--- src/rtl/eth_pcs_pkg.sv ---
// Shared definitions for the 10GBASE-R style self-synchronising scrambler
// family, G(x) = 1 + x^39 + x^58.
package eth_pcs_pkg;

    localparam int W_SCR     = 58;
    localparam int SCR_TAP_A = 38;
    localparam int SCR_TAP_B = 57;

    typedef logic [W_SCR-1:0] scr_state_t;

    localparam scr_state_t SCR_SEED_DEFAULT = {W_SCR{1'b1}};

    typedef enum logic {
        SCR_TX = 1'b0,
        SCR_RX = 1'b1
    } scr_mode_e;

    // Number of set bits in a word of up to 64 bits (callers zero-pad).
    function automatic logic [6:0] popcount64(input logic [63:0] v);
        logic [6:0] c;
        c = '0;
        for (int i = 0; i < 64; i++) begin
            c = c + 7'(v[i]);
        end
        return c;
    endfunction

endpackage

--- src/rtl/eth_pcs_scr_step.sv ---
// One word of the x^58 + x^39 + 1 scrambler/descrambler, fully unrolled.
// Bit 0 of the word is the first bit on the wire and is processed first.
module eth_pcs_scr_step
    import eth_pcs_pkg::*;
#(
    parameter int        W_DATA = 32,
    parameter scr_mode_e MODE   = SCR_TX
) (
    input  scr_state_t        state,
    input  logic [W_DATA-1:0] data,
    output logic [W_DATA-1:0] data_out,
    output scr_state_t        next_state
);

    // Serial LFSR recurrence unrolled across the word; TX feeds back the
    // line bit it produced, RX feeds back the line bit it received.
    always_comb begin : step_loop
        scr_state_t s;
        logic       yb;
        s        = state;
        yb       = 1'b0;
        data_out = '0;
        for (int k = 0; k < W_DATA; k++) begin
            yb          = data[k] ^ s[SCR_TAP_A] ^ s[SCR_TAP_B];
            data_out[k] = yb;
            s           = {s[W_SCR-2:0], (MODE == SCR_RX) ? data[k] : yb};
        end
        next_state = s;
    end

endmodule

--- src/rtl/eth_pcs_scr_param.sv ---
// Parametrised 10GBASE-R PCS scrambler / descrambler with valid handshake,
// per-word bypass, seed load and zero-data test-pattern generator/checker.
// One enabled clock of latency from i_data to o_data.
module eth_pcs_scr_param
    import eth_pcs_pkg::*;
#(
    parameter int         W_DATA   = 32,
    parameter int         SCR_MODE = 0,
    parameter scr_state_t SEED     = SCR_SEED_DEFAULT
) (
    input  logic              i_clk,
    input  logic              i_reset_n,
    input  logic              i_clk_en,
    input  logic              i_valid,
    input  logic [W_DATA-1:0] i_data,
    input  logic              i_bypass,
    input  logic              i_seed_load,
    input  scr_state_t        i_seed,
    input  logic              i_tp_en,
    input  logic              i_tp_clr,
    output logic              o_valid,
    output logic [W_DATA-1:0] o_data,
    output logic [15:0]       o_tp_err_cnt
);

    localparam scr_mode_e MODE = (SCR_MODE == 1) ? SCR_RX : SCR_TX;

    scr_state_t        state;
    scr_state_t        start_state;
    scr_state_t        next_state;
    logic [W_DATA-1:0] step_in;
    logic [W_DATA-1:0] step_out;
    logic [63:0]       step_out_ext;
    logic [6:0]        word_errs;
    logic              count_en;
    logic [15:0]       err_cnt;

    // Counter increment that sticks at all-ones instead of wrapping.
    function automatic logic [15:0] sat_add16(input logic [15:0] a, input logic [6:0] b);
        logic [16:0] sum;
        sum = {1'b0, a} + {10'd0, b};
        return sum[16] ? 16'hFFFF : sum[15:0];
    endfunction

    // A seed load takes effect for the word arriving in the same cycle;
    // the TX test pattern is the scrambled all-zero stream.
    always_comb begin
        start_state  = i_seed_load ? i_seed : state;
        step_in      = (MODE == SCR_TX && i_tp_en) ? '0 : i_data;
        step_out_ext = '0;
        step_out_ext[W_DATA-1:0] = step_out;
        word_errs    = popcount64(step_out_ext);
        count_en     = (MODE == SCR_RX) && i_tp_en && i_valid && !i_bypass;
    end

    eth_pcs_scr_step #(
        .W_DATA (W_DATA),
        .MODE   (MODE)
    ) u_step (
        .state      (start_state),
        .data       (step_in),
        .data_out   (step_out),
        .next_state (next_state)
    );

    // Output stage: LFSR, output word and error counter all freeze while
    // the gearbox stalls, so a stalled stream equals a gapless one.
    always_ff @(posedge i_clk or negedge i_reset_n) begin
        if (!i_reset_n) begin
            state   <= SEED;
            o_valid <= 1'b0;
            o_data  <= '0;
            err_cnt <= '0;
        end else if (i_clk_en) begin
            o_valid <= i_valid;
            if (i_valid) begin
                o_data <= i_bypass ? i_data : step_out;
            end
            if (i_valid && !i_bypass) begin
                state <= next_state;
            end else if (i_seed_load) begin
                state <= i_seed;
            end
            if (i_tp_clr) begin
                err_cnt <= '0;
            end else if (count_en) begin
                err_cnt <= sat_add16(err_cnt, word_errs);
            end
        end
    end

    // The checker exists only on the receive side.
    assign o_tp_err_cnt = (MODE == SCR_RX) ? err_cnt : 16'h0000;

endmodule

--- config.mk ---
export PLATFORM = sky130hd
export DESIGN_NAME = eth_pcs_scr_param
export DESIGN_NICKNAME = d
export VERILOG_FILES = /design/src/rtl/eth_pcs_pkg.sv /design/src/rtl/eth_pcs_scr_step.sv /design/src/rtl/eth_pcs_scr_param.sv
export SDC_FILE = /design/constraint.sdc
export NUM_CORES = 1
export LEC_CHECK = 0
export CAP_MARGIN = 30
export CELL_PAD_IN_SITES_DETAIL_PLACEMENT = 0
export CELL_PAD_IN_SITES_GLOBAL_PLACEMENT = 1
export CORE_MARGIN = 1
export CORE_UTILIZATION = 42
export CTS_BUF_LIST = sky130_fd_sc_hd__clkbuf_8
export DETAILED_ROUTE_END_ITERATION = 10
export PLACE_DENSITY_LB_ADDON = 0.1
export RECOVER_POWER = 50
export SYNTH_ARGS = -nofsm -noshare
export SYNTH_HDL_FRONTEND = slang
export SYNTH_SLANG_ARGS = --single-unit
--- constraint.sdc ---
create_clock -name i_clk -period 2.44 [get_ports i_clk]
set_input_delay 0.366 -clock i_clk [delete_from_list [all_inputs] [get_ports i_clk]]
set_output_delay 0.366 -clock i_clk [all_outputs]
set_load 0.05 [all_outputs]
* Word level (Yosys, flattened, before mapping)
Cells that the tools add are included.
Word-level totals: latch bits 0, bits in registers 91, memories 0, bits in read-only memories 0, bits of input ports 98, output and inout port bits 49, RAM bits 0, word-level logic and storage cells 74
Cells by class: magnitude comparators 0, equality and inequality tests 0, multiplexer cells 4, add/subtract/negate cells 0, $mul 0, div/mod/pow operators 0, reduce and logical (&&, ||, !) cells 3, bitwise logic cells 64, shifts and indexed selects 0
Operators by type and width (number):
- 58-bit two-way mux | 2
- 32-bit two-way mux | 2
- 1-bit XOR | 64
- 2-bit AND reduction | 1
- 1-bit logical AND | 1
- 1-bit logical NOT | 1

* Logic depth before layout (Yosys ltp)
depth in word-level cells 4, depth in mapped cells 8, gate-level depth less buffers 4

* Modules after synthesis
From an unflattened synthesis, not the netlist that was laid out.
Second synthesis, totals: cell total of the unflattened synthesis 666, area, all modules 6592.6 um^2
Modules (own cells, without submodules):
- eth_pcs_scr_param | area each 5388.9 um^2, cells each 575, times used 1, seq. area each 2349.8 um^2
- eth_pcs_scr_step | area each 1203.7 um^2, cells each 91, times used 1, seq. area each 0.0 um^2

* Worst setup path before layout
Ideal clock, no wire load.
path type input port to flip-flop, start input i_seed_load, end register o_data[17], required time 2.374 ns, data arrival time 1.643 ns, path slack 0.731 ns, stages 7, buffers on the path 3, setup time 0.066 ns, cell sequence buf_6 > buf_4 > buf_2 > mux2i_1 > xnor3_1 > o211ai_1 > o21a_1
On the way: word-level cells in the longest chain between the ends 4
RTL lines:
- from (decl) | RTL line eth_pcs_scr_param.sv:17 | input logic i_seed_load,
- 58-bit two-way mux *
- 1-bit XOR | RTL line eth_pcs_scr_step.sv:24 | yb = data[k] ^ s[SCR_TAP_A] ^ s[SCR_TAP_B];
- 1-bit XOR * | RTL line eth_pcs_scr_step.sv:24
- 32-bit two-way mux * | RTL line eth_pcs_scr_param.sv:77 | o_data <= i_bypass ? i_data : step_out;
- to (signal assigned) | RTL line eth_pcs_scr_param.sv:77
- to (decl) | RTL line eth_pcs_scr_param.sv:22 | output logic [W_DATA-1:0] o_data,
Mark *: on every way between the ends. The rest lies on a longest branch, timed or not. A chain may end at the register's enable or synchronous reset.

==> run metrics <==
post-CTS setup buffers 0; Worst R2R Setup Slack 0.70 ns; Post-Syn Instances 590; post-DP HPWL 12500 microns; number of global-route vias before repair 4808; routed wire length 17300 microns; Final Wtd Congestion 0.839; r2r startpoint state[34]; Synth top area share 26.0%; Hold Violations, Final 0; clk_skew 0.00753 ns; number of synthesized register bits 91; First-pass DRT Iterations 4; fillers 1255; PwrDens 695 mW/mm^2; cell leakage power 3.34 nW; post-route cell area 0.00765 sq mm; largest net degree at the start of global routing 60; xor/xnor share of the synthesized area 12.3%; Synth Warn # 0; max_slew headroom 24.4%; RSZ-0062 raised after global routing false; CTS tree done; Slew Limit Fails 0; post-route ant nets 0; number of max-cap violations 0; worst hold path stage count 1; # rows 42; EDFF count, synth 0; CTS root buf clkbuf_8; Final Cycle Share 82.3%; Commonest cells post-synth 63 x mux2i_1, 62 x nand2_1, 60 x nor2_1; die height 120 microns; largest family of logic cells by synthesized area compound AO/OA/AOI/OAI gates; Synth Area in Compound Gates 17.3%; Max Fclk 0.498 GHz; deepest clock path buffer count 2; Die W 120 microns; Non-Filler Instances 899; Synth Cell Area 0.00587 sq mm; Sink Count 91; GRT Overall Usage 24.8%; initial antenna violation count 1; hold_buf cts 1; area of placed instances 0.00741 sq mm; depth of the worst register-to-register path 4; Multi-input gate area 0.00322 sq mm; Async SR Flop Fraction 100%; Final Total Pwr 5.32 mW; IO Count 147; register area 0.00235 sq mm; most frequent cell after synthesis mux2i_1; CP Data Arrival Time 2.33 ns; status complete, no violations; hold_sp o_data[13]; total gr overflow 0; Avg WL per Cell 19.3 microns; Hold Path Class flop to flop; post-layout min period 2.01 ns; setup TNS 0 ns; sequential-to-total area share from yosys stat 40.0%; slew at the pin closest to its max-slew limit 1.13 ns; H-tree levels 3; type of destination of the critical path flop; Distinct cells, synth 26; Crit Path Max Fanout 23; Post-Syn Area per Cell 9.95 sq um; DRC 0; IO Port Bufs 129; VDD IR max 0.000588 V; initial core utilization 43.6%; Die Area 0.0145 sq mm; Final setup viols 0; global-route wire length before repair 26400 microns; PostCTS Resize Cnt 0; Synth Area in Simple Gates 12.0%; drt initial violations 286; startpoint class of the critical path primary input; Placed Instances 882; Worst EP required 2.77 ns; P&R area growth vs syn 30.4%; clk slew on worst S/H paths 0.09 ns; CORE AREA 0.0135 sq mm; TritonCTS Buffers 9; number of diodes 0; Synth Area in Adders 0%; Yosys top cell by area dfstp_2; Avg Vias per Cell 5.34; top_reg_cell synth dfstp_2; worst skew pair latency 0.38 ns; share of post-route cells with drive strength above 1 16.6%; synth top area cells dfstp_2 26%, dfrtp_1 14%, xnor3_1 12%; proportion of synthesized area in mux cells 12.1%; WS Path Type primary input to flop; RR Endpoint o_data[23]; terminating pin of the worst hold path o_data[13]; via count 4798; net count reported at finish 816
logic make-up after synthesis:
| group | after synthesis |
|---|---|
| AOI/OAI and AO/OA | 164 |
| and+or+nand+nor | 163 |
| DFF | 91 |
| muxes | 70 |
| buffers and inverters | 69 |
| xor gates and xnor gates | 32 |
| other | 1 |
registers in the layout, summed over array words and instances (netlist names):
| signal | flops |
|---|---|
| state | 58 |
| o_valid | 1 |
| o_data | 32 |
critical path, stage by stage:
cell,delay [ns]
clkbuf_1,0.81
inv_1,0.70
a21oi_1,0.30
a22o_1,0.15
area by class of cell:
| cell class | instances | share of cell area [%] |
|---|---|---|
| well taps | 176 | 2.88 |
| flip-flops and latches | 91 | 30.7 |
| inverters | 7 | 0.343 |
| clock inverters | 7 | 1.52 |
| repair buffers | 164 | 20.9 |
| clock buffers | 9 | 1.62 |
| multi-input cells | 445 | 42.0 |
worst max path at each step:
stage	slack, ns	start	cells after the start	to
floorplan	0.73	i_seed_load	7	o_data[17]
global placement	0.30	i_seed_load	6	o_data[23]
detailed placement	0.25	i_seed_load	6	o_data[23]
CTS	0.43	o_data[17]	1	o_data[17]
global route	0.29	i_clk_en	4	state[15]
finish	0.43	i_clk_en	4	state[16]
per-layer routing:
layer	vias to the layer above	global-route usage, %	part of all wire (%)
met5	-	0	0.058
met4	2	6.17	1.6
met3	16	6.13	5.9
met2	148	40.9	49
met1	2350	32.6	44
li1	2282	-	-
stage by stage:
stage	setup slack [ns]	hold slack, ns	util, %
final	0.432	0.493	56.9
after floorplan	0.731	0.0704	-
after detailed placement	0.247	0.354	55.1
after CTS	0.433	0.418	57.0
after global placement	0.297	0.351	55.1
after global routing	0.291	0.513	56.9
report_power, final:
group	switching (mW)	total, mW	internal [mW]	leakage (nW)
Sequential	0.143	2.02	1.88	0.977
Clock	0.581	1.26	0.679	0.119
Combinational	1.11	2.04	0.926	2.24
Total	1.83	5.32	3.48	3.34
cells in the final DEF (no fill, tap or decap), drive strengths merged, types with 11 or more instances in the layout:
cell type	count
nand2b	15
dfstp	58
a21oi	54
nor2	60
o21ai	40
clkbuf	11
o21a	22
nand2	62
buf	36
conb	16
nor2b	19
mux2i	63
o211ai	21
clkdlybuf4s50	124
xnor3	32
dfrtp	33
o22a	13
Power figures use the tool's default switching activity.
